### config.mk
export PLATFORM = sky130hd
export DESIGN_NAME = piso_tx
export DESIGN_NICKNAME = d
export VERILOG_FILES = /design/src/rtl/piso_tx.sv
export SDC_FILE = /design/constraint.sdc
export NUM_CORES = 1
export LEC_CHECK = 0
export ABC_AREA = 1
export BUFFER_PORTS_ARGS = -buffer_cell sky130_fd_sc_hd__buf_2
export CAP_MARGIN = 20
export CORE_AREA = 2 2 44 46
export CTS_CLUSTER_DIAMETER = 30
export DETAILED_ROUTE_END_ITERATION = 6
export DIE_AREA = 0 0 46 48
export MAX_ROUTING_LAYER = met4
export PLACE_DENSITY = 0.69
export SETUP_SLACK_MARGIN = 0.2
export SLEW_MARGIN = 10
export SYNTH_ARGS = -nofsm -noshare
export SYNTH_HDL_FRONTEND = slang
export SYNTH_SLANG_ARGS = --single-unit
### constraint.sdc
create_clock -name clk -period 1.4 [get_ports clk]
set_input_delay 0.07 -clock clk [delete_from_list [all_inputs] [get_ports clk]]
set_output_delay 0.07 -clock clk [all_outputs]
set_load 0.05 [all_outputs]
### src/rtl/piso_tx.sv
// Parallel-in serial-out transmitter: loads a WIDTH-bit word and shifts it out one bit per cycle.
// Latency: word accepted at edge k drives sout for the WIDTH cycles after k, with no gap on back-to-back loads.
// Backpressure: load_ready is high in IDLE and on the final bit only; abort cancels the frame and wins over a load.
module piso_tx #(
    parameter int WIDTH     = 8,
    parameter bit MSB_FIRST = 1'b1
) (
    input  logic             clk,
    input  logic             rst,
    input  logic             load_valid,
    input  logic [WIDTH-1:0] din,
    output logic             load_ready,
    input  logic             abort,
    output logic             sout,
    output logic             sout_valid,
    output logic             last,
    output logic             busy
);

    localparam int CW = (WIDTH > 1) ? $clog2(WIDTH) : 1;

    typedef enum logic {
        IDLE  = 1'b0,
        SHIFT = 1'b1
    } state_t;

    state_t           state, state_nxt;
    logic [WIDTH-1:0] shreg, shreg_nxt;
    logic [CW-1:0]    cnt, cnt_nxt;
    logic             head;
    logic             accept;

    assign head = MSB_FIRST ? shreg[WIDTH-1] : shreg[0];

    always_ff @(posedge clk or posedge rst) begin
        if (rst) begin
            state <= IDLE;
            shreg <= '0;
            cnt   <= '0;
        end else begin
            state <= state_nxt;
            shreg <= shreg_nxt;
            cnt   <= cnt_nxt;
        end
    end

    always_comb begin
        state_nxt  = state;
        shreg_nxt  = shreg;
        cnt_nxt    = cnt;
        busy       = (state == SHIFT);
        sout_valid = busy;
        sout       = busy & head;
        last       = busy && (cnt == CW'(WIDTH - 1));
        // rst gates ready combinationally so no load can look accepted while reset is held
        load_ready = !rst && (!busy || last);
        accept     = load_valid && load_ready && !abort;

        if (abort) begin
            state_nxt = IDLE;
            shreg_nxt = '0;
            cnt_nxt   = '0;
        end else if (accept) begin
            state_nxt = SHIFT;
            shreg_nxt = din;
            cnt_nxt   = '0;
        end else begin
            case (state)
                SHIFT: begin
                    shreg_nxt = MSB_FIRST ? {shreg[WIDTH-2:0], 1'b0}
                                          : {1'b0, shreg[WIDTH-1:1]};
                    if (last) begin
                        state_nxt = IDLE;
                        cnt_nxt   = '0;
                    end else begin
                        cnt_nxt = cnt + CW'(1);
                    end
                end
                default: begin
                    state_nxt = IDLE;
                end
            endcase
        end
    end

endmodule
# Yosys cells after proc, flatten, opt, wreduce, memory -nomap -nowiden
# Index checks and enable logic that the tools add are counted.
# word_totals
out_inout_bits	5
reg_bits	12
input_bits	12
# op_classes
bitwise	1
add_sub_neg	1
mux	11
reduce_logical	9
n_eq_ne	1
# ops
op	n
2-to-1 mux 8 bit	3
2-to-1 mux 3 bit	4
logical AND 1 bit	4
2-to-1 mux 1 bit	4
adder 3 x 1 -> 3 bit, second input constant	1
equality test 3 bit, second input constant	1
logical NOT 1 bit	3
nonzero test 3 bit	1
AND 1 bit	1
logical OR 1 bit	1

# Depth between registers and ports, before layout
# Gate-level depths: netlist of the first run.
# logic_depth
ltp_word	8
ltp_mapped	9
mapped_depth_nobuf	9

# Worst setup path after synthesis of the first run
# OpenSTA, ideal clock, no wires.
# synth_path
path_type	flip-flop to flip-flop
from	register state (netlist: busy)
to	register shreg[0]
t_arrival_ps	1845
n_path_buf	1
setup_slack_ps	-515
required_ps	1330
stages_incl_launch_ff	5
path_cell_list	dfrtp_1 buf_6 a21oi_1 nand3_1 nand2_1
# synth_via
elab_chain_cells	7
word_cells_on_any_way	9
cone_classes	mux (2); reduce/logical (7)
# synth_lines
element	line	text
start: declaration	27	state_t state, state_nxt;
start signal: assignment	41	state <= state_nxt;
logical NOT 1 bit or logical AND 1 bit (tied branches)	56, 54	
logical OR 1 bit (*)	56	load_ready = !rst && (!busy || last);
logical AND 1 bit (*)	56	
via load_ready	12	output logic load_ready,
logical AND 1 bit (*) (2 in a row)	57	accept = load_valid && load_ready && !abort;
2-to-1 mux 8 bit	63	end else if (accept) begin
2-to-1 mux 8 bit	59	if (abort) begin
end signal: assignment	42	shreg <= shreg_nxt;
end: declaration	28	logic [WIDTH-1:0] shreg, shreg_nxt;
# The timed path passes the listed nets; every way through them passes the cells marked *.
# A chain may end at the register's enable or synchronous reset.

# Worst setup path after layout of the first run
# layout_path
from	register cnt[0]
to	output load_ready
# layout_via
elab_chain_cells	4
# layout_lines
element	line	text
start: declaration	29	logic [CW-1:0] cnt, cnt_nxt;
start signal: assignment	43	cnt <= cnt_nxt;
equality test 3 bit	54	last = busy && (cnt == CW'(WIDTH - 1));
logical AND 1 bit	54	
logical OR 1 bit	56	
logical AND 1 bit	56	
end: declaration	12	
# No other way between the ends.

==> reports/metrics.cfg, run 1 <==
[pwr]
ir_drop_mv=0.684
p_switching_mw=0.284
p_seq_share_pct=43.7
switching_share_pct=31.5
power_mw=0.903
intPower_mw=0.619
power.density_nw_per_um2=854
p_leak_nw=0.540
combPwrFrac_pct=26.1
clock_power_share_pct=30.2

[synth]
synth_top_family_by_area=simple AND/OR/NAND/NOR gates
syn_avg_cell_area_um2=8.48
synthCells=89
synth-seq-cells=12
muxShareOfSynthArea_pct=0
yosysWarnings=0
synth.yosys.seq_area_share_pct=39.8
synth_area_um2=754
synth_xor_area_share_pct=0
synthDistinctLibCells=17
syn_nets=103
yosys.area_share.simple_pct=44.1
synth_fa_ha_area_share_pct=3.32
synth_compound_area_share_pct=3.81

[final_layout]
mostFrequentLayoutCell=nand2_1
filler_cell_count=140
layout.cells.non_filler=137
nets=135
final_cell_mix=33 x nand2_1, 15 x buf_2, 11 x dfrtp_1
layout-drive-gt1-share_pct=47.5
syn2layout_area_growth_pct=40.1
antenna_cells=0

[clock_network]
clk_pin_slew_ps=60
cts_max_path_buffers=2
cts_tree=yes
clkLatencyLatePin_ps=280
htreeDepth=1
numCtsBuffers=3
cts_sinks=12
cts-root-buf=clkbuf_4

[place]
hpwl_um=1170
gp_congestion=0.765
placed_cells=125
port_buffers=16

[sta]
max_slew_margin_pct=82.4
rsz0062_at_grt=yes
period_share_pct=106
hold_violations=0
maxSlewViolCount=0
clock.fmax_ghz=0.672
tightest_slew_ps=264
fin_skew_ps=15.1
final.setup.worst_slack_ps=-88.7
post-route-min-period_ps=1490
setup_viol=8

[global_routing]
overflow=0
track_usage_pct=20.1
grt_pass1_vias=692
grt_max_degree=19
antenna_found_initial=0
grt_pass1_wl_um=3010

[run]
max_cap_viol_count=0

[routing]
routed_wl_um=1740
vias_per_cell=5.36
avgRoutedWirePerCell_um=12.7
ant_nets=0
vias=734
drtPass1Iterations=4
drc=0
drtIter0Drc=20

[floorplan]
die_h_um=48
die_x_um=46
io_pins=17
rows=15
core-area_um2=1690
die_area_um2=2210
initial_utilization_pct=44.7

[worst_hold_path]
min_path_type=primary input to register

[worst_setup_path]
end_kind=primary output
criticalPathCategory=register to primary output
rrSetupSlack_ps=-40
crit_required_ps=1330
cp-start-kind=register
arrival_ps=1420
crit_fanout=2

[run_status]
run_status=finished with violations
violations=negative setup slack

routing by layer:
| layer | vias up | wire, um | global-route usage, % |
|---|---|---|---|
| li1 | 368 | - | - |
| met5 | - | 0 | - |
| met3 | 4 | 78 | 3.02 |
| met4 | 0 | 19 | 10.9 |
| met1 | 337 | 757 | 24.2 |
| met2 | 25 | 883 | 32.2 |
logic make-up (layout without fill, tap and decap cells):
group | after synthesis | in the layout
compound gates | 5 | 5
flops | 12 | 12
fa+ha+maj | 2 | 2
buf+inv | 12 | 40
simple gates | 58 | 61
final timing paths:
path | startpoint | endpoint | cells after the start
max | cnt[0]$_DFFE_PP0P_ | load_ready | 6
min reg2reg | shreg[0]$_DFFE_PP0P_ | shreg[0]$_DFFE_PP0P_ | 2
max reg2reg | cnt[0]$_DFFE_PP0P_ | shreg[1]$_DFFE_PP0P_ | 8
max in group asynchronous | rst | shreg[7]$_DFFE_PP0P_ | 3
min in group asynchronous | rst | shreg[6]$_DFFE_PP0P_ | 3
min | din[0] | shreg[0]$_DFFE_PP0P_ | 3
what timing repair did:
action                                 in CTS  in global routing
hold buffers                                1                  0
setup endpoints to repair                  15                 14
setup buffers                               4                  0
cloned                                      3                  0
gates resized for setup                     9                  1
endpoints found under the hold margin       1                  0
pin swaps                                   2                  2
power groups by stage:
stage	Combinational (mW)	Sequential (mW)	Clock, mW
2_1_floorplan	0.142	0.402	0
3_3_place_gp	0.194	0.402	0
3_5_place_dp	0.198	0.405	0
4_1_cts	0.236	0.394	0.283
5_1_grt	0.260	0.399	0.296
6_report	0.236	0.395	0.273
flip-flops by register name, summed over array words and instances, names as in the netlist:
register and flops:
shreg 8, cnt 3, busy 1
stage by stage:
stage | hold slack (ps) | cell area [um2] | setup TNS (ps) | util [%] | setup WS [ps]
2_1_floorplan | -75.0 | 798 | 0 | - | 60.8
3_5_place_dp | -18.3 | 911 | -240 | 53.9 | -42.5
5_1_grt | 24.9 | 1060 | -1310 | 62.6 | -182
3_3_place_gp | -17.2 | 911 | -0.812 | 53.9 | -0.812
4_1_cts | 28.3 | 1060 | -285 | 62.6 | -130
6_report | 36.1 | 1060 | -188 | 62.6 | -88.7
synthesized netlist by cell type (all sizes together):
cell / number / area (um2)
inv: 8 / 30.0
buf: 4 / 37.5
nor2: 2 / 15.0
ha: 2 / 25.0
a21oi: 3 / 18.8
nand4: 8 / 50.1
o21ai: 2 / 10.0
dfrtp: 12 / 300
nand3: 14 / 133
nand2: 34 / 135
worst max-delay path, cell delays in order (launching register included):
cell,delay [ps]
dfrtp_1,360
ha_2,190
ha_4,140
inv_4,40
buf_6,110
a21oi_4,130
buf_6,170
area by class of cell:
class,instances,area (um2),area share (%)
multi-input combinational,68,475,45.0
sequential,12,302,28.5
timing repair buffer,28,190,18.0
clock buffer,4,36.3,3.43
inverter,8,32.5,3.08
tap,17,21.3,2.01
Note: power is estimated with default switching activity, not from simulation.
==> run 2: changes to the inputs <==
--- a/config.mk
+++ b/config.mk
@@ -12,6 +12,7 @@
 export CTS_CLUSTER_DIAMETER = 30
 export DETAILED_ROUTE_END_ITERATION = 6
 export DIE_AREA = 0 0 46 48
+export GPL_TIMING_DRIVEN = 0
 export MAX_ROUTING_LAYER = met4
 export PLACE_DENSITY = 0.69
 export SETUP_SLACK_MARGIN = 0.2
==> run 2 against run 1 <==
  * The flow still finishes with violations (negative setup slack)
  * Clock skew fell by 9.9 ps
  * Cell area rose by 8.5%
  * Routed wire length rose by 7.9%
  * Flip-flop and latch count did not move
  * Fmax rose by 2.4%
  * Core utilization rose by 5.3 points
  * Hold slack got worse by 6.3 ps
  * Non-clock buffer count rose by 3
  * Die area did not move
  * Highest routed layer is now met3
==> reports/metrics.cfg, run 2 (same netlist as run 1, synthesis figures left out) <==
[run_status]
run_status=finished with violations  ; unchanged
violations=negative setup slack  ; unchanged

[routing]
avgRoutedWirePerCell_um=13.6  ; was 12.7 um
drc=0  ; unchanged
ant_nets=0  ; unchanged
drtPass1Iterations=4  ; unchanged
routed_wl_um=1870  ; was 1740 um
vias_per_cell=5.28  ; was 5.36
vias=728  ; was 734
drtIter0Drc=16  ; was 20

[pwr]
p_leak_nw=0.582  ; was 0.540 nW
intPower_mw=0.652  ; was 0.619 mW
switching_share_pct=31.9  ; was 31.5%
clock_power_share_pct=30.2  ; about the same
p_switching_mw=0.305  ; was 0.284 mW
combPwrFrac_pct=28.8  ; was 26.1%
ir_drop_mv=0.544  ; was 0.684 mV
power.density_nw_per_um2=834  ; was 854 nW/um2
p_seq_share_pct=41.0  ; was 43.7%

[floorplan]
rows=15  ; unchanged
core-area_um2=1690  ; unchanged
die_x_um=46  ; unchanged
die_area_um2=2210  ; unchanged
initial_utilization_pct=44.7  ; unchanged
io_pins=17  ; unchanged
die_h_um=48  ; unchanged

[run]
max_cap_viol_count=0  ; unchanged

[worst_hold_path]
holdPathStages=3  ; unchanged
hold_start=din[0]  ; unchanged
min_to=shreg[0]$_DFFE_PP0P_  ; unchanged
min_path_type=primary input to register  ; unchanged

[final_layout]
mostFrequentLayoutCell=nand2_1  ; unchanged
largest_reg_flops=8  ; unchanged
antenna_cells=0  ; unchanged
final_cell_mix=28 x nand2_1, 12 x buf_2, 11 x dfrtp_1  ; was 33 x nand2_1, 15 x buf_2, 11 x dfrtp_1
layout-drive-gt1-share_pct=52.1  ; was 47.5%
syn2layout_area_growth_pct=52.1  ; was 40.1%
layout.cells.non_filler=138  ; was 137
nets=136  ; was 135
regMostFlops=shreg  ; unchanged

[clock_network]
cts_sinks=12  ; unchanged
cts_max_path_buffers=2  ; unchanged
numCtsBuffers=3  ; unchanged
clkLatencyLatePin_ps=280  ; about the same
clk_pin_slew_ps=80  ; was 60 ps
htreeDepth=1  ; unchanged
cts_tree=yes  ; unchanged
cts-root-buf=clkbuf_4  ; unchanged

[sta]
fin_skew_ps=5.18  ; was 15.1 ps
max_slew_margin_pct=60.0  ; was 82.4%
rsz0062_at_grt=yes  ; unchanged
period_share_pct=104  ; was 106%
fin_tns_setup_ps=-410  ; was -188 ps
post-route-min-period_ps=1450  ; was 1490 ps
whs_ps=29.9  ; was 36.1 ps
final.setup.worst_slack_ps=-53.2  ; was -88.7 ps
clock.fmax_ghz=0.688  ; was 0.672 GHz
tightest_slew_ps=598  ; was 264 ps
setup_viol=11  ; was 8
maxSlewViolCount=0  ; unchanged
hold_violations=0  ; unchanged

[global_routing]
grt_pass1_vias=679  ; was 692
grtUsageMet2_pct=33.6  ; was 32.2%
track_usage_pct=20.5  ; was 20.1%
antenna_found_initial=0  ; unchanged
grt_pass1_wl_um=3110  ; was 3010 um
grt_max_degree=13  ; was 19
overflow=0  ; unchanged
top_usage_layer=met2  ; unchanged
grt_use_met3_pct=3.77  ; was 3.02%
use_met1_pct=26.1  ; was 24.2%

[place]
port_buffers=16  ; unchanged
placed_cells=122  ; was 125
hpwl_um=1120  ; was 1170 um
gp_congestion=0.721  ; was 0.765

[worst_setup_path]
crit_required_ps=1570  ; was 1330 ps
cp-start-kind=register  ; unchanged
crit_fanout=5  ; was 2
rr_worst_depth=9  ; was 8
end_kind=register  ; was primary output
timing.rr.start=cnt[1]$_DFFE_PP0P_  ; was cnt[0]$_DFFE_PP0P_
arrival_ps=1620  ; was 1420 ps
rrSetupSlack_ps=-50  ; was -40 ps
criticalPathCategory=register to register  ; was register to primary output
r2r-end=cnt[1]$_DFFE_PP0P_  ; was shreg[1]$_DFFE_PP0P_

run 2: how the worst max path moves through the flow:
stage | start | cells past startpoint | to
floorplan | cnt[1]$_DFFE_PP0P_ | 8 | cnt[1]$_DFFE_PP0P_
global placement | cnt[1]$_DFFE_PP0P_ | 8 | shreg[3]$_DFFE_PP0P_
detailed placement | cnt[1]$_DFFE_PP0P_ | 8 | shreg[3]$_DFFE_PP0P_
CTS | cnt[1]$_DFFE_PP0P_ | 9 | cnt[1]$_DFFE_PP0P_
global route | cnt[1]$_DFFE_PP0P_ | 9 | shreg[2]$_DFFE_PP0P_
finish | cnt[1]$_DFFE_PP0P_ | 9 | cnt[1]$_DFFE_PP0P_
run 2: layout make-up:
| cell class | count | area, um2 |
|---|---|---|
| clock buffers | 4 | 36.3 |
| flip-flops and latches | 12 | 302 |
| well taps | 17 | 21.3 |
| plain buffers | 4 | 48.8 |
| fillers | 139 | 542 |
| repair buffers | 27 | 243 |
| inverters | 8 | 35.0 |
| multi-input cells | 66 | 462 |
run 2: critical path: stages (launching register included):
cell and delay, ps:
dfrtp_1 370, ha_2 200, ha_4 150, inv_6 50
nand2_8 80, nand3_4 110, buf_12 160, buf_8 120
nand3_2 60, nand2_2 40
run 2: power groups by stage:
stage / logic [mW] / clock network (mW) / registers (mW)
after detailed placement: 0.202 / 0 / 0.398
after CTS: 0.257 / 0.290 / 0.390
after floorplan: 0.142 / 0 / 0.402
final: 0.276 / 0.289 / 0.392
after global routing: 0.300 / 0.316 / 0.394
after global placement: 0.199 / 0 / 0.396
run 2: per-layer routing:
layer	vias to the layer above	wire length (um)
met5	-	0
met4	0	0
met3	0	68
met2	17	926
met1	345	878
li1	366	-
run 2: stage by stage:
step	power, mW	cell area, um2	util (%)	setup WS, ps
CTS	0.937	1110	65.6	-32.8
global route	1.01	1150	67.9	-125
detailed placement	0.600	900	53.3	-94.6
floorplan	0.545	798	-	60.8
finish	0.957	1150	67.9	-53.2
global placement	0.595	900	53.3	-80.6
run 2: timing repair:
item	in CTS	in global routing
setup endpoints to repair	15	17
resized for setup	13	9
setup buffers	7	2
cloned	2	0
endpoints found under the hold margin	12	0
hold buffers	1	0
pin swaps	11	4
==> run 3: changes to the inputs <==
==> constraint.sdc (replaced) <==
create_clock -name clk -period 1.4 [get_ports clk]
set_input_delay 0.14 -clock clk [delete_from_list [all_inputs] [get_ports clk]]
set_output_delay 0.14 -clock clk [all_outputs]
set_load 0.05 [all_outputs]
==> run 3 against run 2 <==
  * Largest cell class unchanged
  * Clock skew fell by 0.73 ps
  * Non-clock buffer count fell by 4
  * Core utilization fell by 1.6 points
  * Highest routed layer is now met4
  * The run still ends with negative setup slack left
  * Sequential share of layout area rose by 0.65 points
  * Clock power fell by 2%
  * Power fell by 1.1%
  * Combinational power fell by 2%
  * Routed wire length fell by 1.6%
==> reports/metrics.cfg, run 3 (same netlist as run 1, synthesis figures left out) <==
[pwr]
intPower_mw=0.647  ; was 0.652 mW
p_leak_nw=0.572  ; was 0.582 nW
switching_share_pct=31.7  ; was 31.9%
power.density_nw_per_um2=845  ; was 834 nW/um2
p_seq_share_pct=41.4  ; was 41.0%
p_switching_mw=0.300  ; was 0.305 mW
combPwrFrac_pct=28.6  ; was 28.8%
ir_drop_mv=0.515  ; was 0.544 mV
clock_power_share_pct=30.0  ; was 30.2%

[sta]
post-route-min-period_ps=1480  ; was 1450 ps
hold_violations=0  ; unchanged
fin_skew_ps=4.45  ; was 5.18 ps
rsz0062_at_grt=yes  ; unchanged
tightest_slew_ps=585  ; was 598 ps
maxSlewViolCount=0  ; unchanged
setup_viol=3  ; was 11
clock.fmax_ghz=0.676  ; was 0.688 GHz
fin_tns_setup_ps=-107  ; was -410 ps
final.setup.worst_slack_ps=-78.6  ; was -53.2 ps
period_share_pct=106  ; was 104%
max_slew_margin_pct=61.0  ; was 60.0%

[place]
gp_congestion=0.721  ; unchanged
port_buffers=16  ; unchanged
hpwl_um=1120  ; unchanged

[worst_hold_path]
hold_start=din[0]  ; unchanged
min_to=shreg[0]$_DFFE_PP0P_  ; unchanged
min_path_type=primary input to register  ; unchanged
holdPathStages=3  ; unchanged

[clock_network]
cts_sinks=12  ; unchanged
cts_tree=yes  ; unchanged
clk_pin_slew_ps=80  ; about the same
cts_max_path_buffers=2  ; unchanged
numCtsBuffers=3  ; unchanged
clkLatencyLatePin_ps=270  ; was 280 ps
cts-root-buf=clkbuf_4  ; unchanged
htreeDepth=1  ; unchanged

[final_layout]
antenna_cells=0  ; unchanged
multi_input_area_um2=468  ; was 462 um2
ff_latch_area_um2=302  ; unchanged
filler_cell_count=139  ; unchanged
syn2layout_area_growth_pct=48.4  ; was 52.1%
mostFrequentLayoutCell=nand2_1  ; unchanged
layout-drive-gt1-share_pct=49.6  ; was 52.1%
fin_util_pct=66.3  ; was 67.9%
nets=132  ; was 136
regMostFlops=shreg  ; unchanged
largest_reg_flops=8  ; unchanged
final_cell_mix=30 x nand2_1, 12 x buf_2, 11 x dfrtp_1  ; was 28 x nand2_1, 12 x buf_2, 11 x dfrtp_1

[routing]
ant_nets=0  ; unchanged
drtIter0Drc=7  ; was 16
drc=0  ; unchanged
avgRoutedWirePerCell_um=13.8  ; was 13.6 um
vias_per_cell=5.22  ; was 5.28
vias=700  ; was 728
routed_wl_um=1840  ; was 1870 um
drtPass1Iterations=3  ; was 4

[worst_setup_path]
timing.rr.start=cnt[1]$_DFFE_PP0P_  ; unchanged
cp-start-kind=register  ; unchanged
crit_required_ps=1260  ; was 1570 ps
rrSetupSlack_ps=0  ; was -50 ps
rr_worst_depth=8  ; was 9
end_kind=primary output  ; was register
crit_fanout=3  ; was 5
r2r-end=shreg[0]$_DFFE_PP0P_  ; was cnt[1]$_DFFE_PP0P_
criticalPathCategory=register to primary output  ; was register to register
arrival_ps=1340  ; was 1620 ps

[run]
max_cap_viol_count=0  ; unchanged

[floorplan]
initial_utilization_pct=44.7  ; unchanged
io_pins=17  ; unchanged
die_h_um=48  ; unchanged
rows=15  ; unchanged
die_area_um2=2210  ; unchanged
die_x_um=46  ; unchanged
core-area_um2=1690  ; unchanged

[global_routing]
grt_pass1_vias=627  ; was 679
grt_pass1_wl_um=2920  ; was 3110 um
track_usage_pct=19.0  ; was 20.5%
antenna_found_initial=0  ; unchanged
overflow=0  ; unchanged
grt_max_degree=13  ; unchanged

[run_status]
run_status=finished with violations  ; unchanged
violations=negative setup slack  ; unchanged

## run 3: worst max-delay path: stages, from the launching register on
cell and delay, ps:
dfrtp_1 370, ha_2 190, ha_4 150, inv_6 50, a21oi_4 130, buf_6 170
## run 3: worst max path at each step
stage / from / to / depth (start not counted)
6_report: cnt[1]$_DFFE_PP0P_ / load_ready / 5
5_1_grt: cnt[1]$_DFFE_PP0P_ / load_ready / 5
4_1_cts: cnt[1]$_DFFE_PP0P_ / load_ready / 5
3_5_place_dp: cnt[1]$_DFFE_PP0P_ / shreg[3]$_DFFE_PP0P_ / 8
3_3_place_gp: cnt[1]$_DFFE_PP0P_ / shreg[3]$_DFFE_PP0P_ / 8
2_1_floorplan: cnt[1]$_DFFE_PP0P_ / cnt[1]$_DFFE_PP0P_ / 8
## run 3: power by group through the flow
| stage | clock [mW] | combinational [mW] | sequential [mW] |
|---|---|---|---|
| after floorplan | 0 | 0.142 | 0.402 |
| after detailed placement | 0 | 0.202 | 0.398 |
| after global placement | 0 | 0.199 | 0.396 |
| after global routing | 0.318 | 0.293 | 0.393 |
| final | 0.284 | 0.271 | 0.392 |
| after CTS | 0.290 | 0.233 | 0.391 |
## run 3: cell type report
cell class	count	share of cell area [%]
sequential	12	26.9
inverter	8	3.13
buffer	4	4.80
multi-input combinational	66	41.8
timing repair buffer	23	18.2
clock buffer	4	3.24
tap	17	1.90
## run 3: what timing repair did
action / in CTS / in global routing
hold endpoints to repair: 12 / 0
endpoints found under the setup margin: 15 / 28
cloned: 1 / 1
pin swaps: 2 / 4
setup buffers: 2 / 3
resized for setup: 16 / 8
hold buffers: 1 / 0
## run 3: metrics by stage
| stage | hold WS (ps) | instance area [um2] | power, mW | std cells | setup slack (ps) |
|---|---|---|---|---|---|
| floorplan | -4.97 | 798 | 0.545 | 89 | 60.8 |
| global route | 117 | 1120 | 1.00 | 134 | -153 |
| finish | 99.2 | 1120 | 0.946 | 134 | -78.6 |
| CTS | 96.7 | 1020 | 0.914 | 130 | -81.7 |
| detailed placement | 197 | 900 | 0.600 | 122 | -94.6 |
| global placement | 190 | 900 | 0.595 | 122 | -80.6 |
## run 3: layer usage
metal / track usage, % / up-vias / routed length [um]
li1: - / 356 / -
met1: 24.1 / 327 / 839
met2: 30.8 / 15 / 932
met3: 3.77 / 2 / 63
met4: 5.14 / 0 / 8
met5: - / - / 0
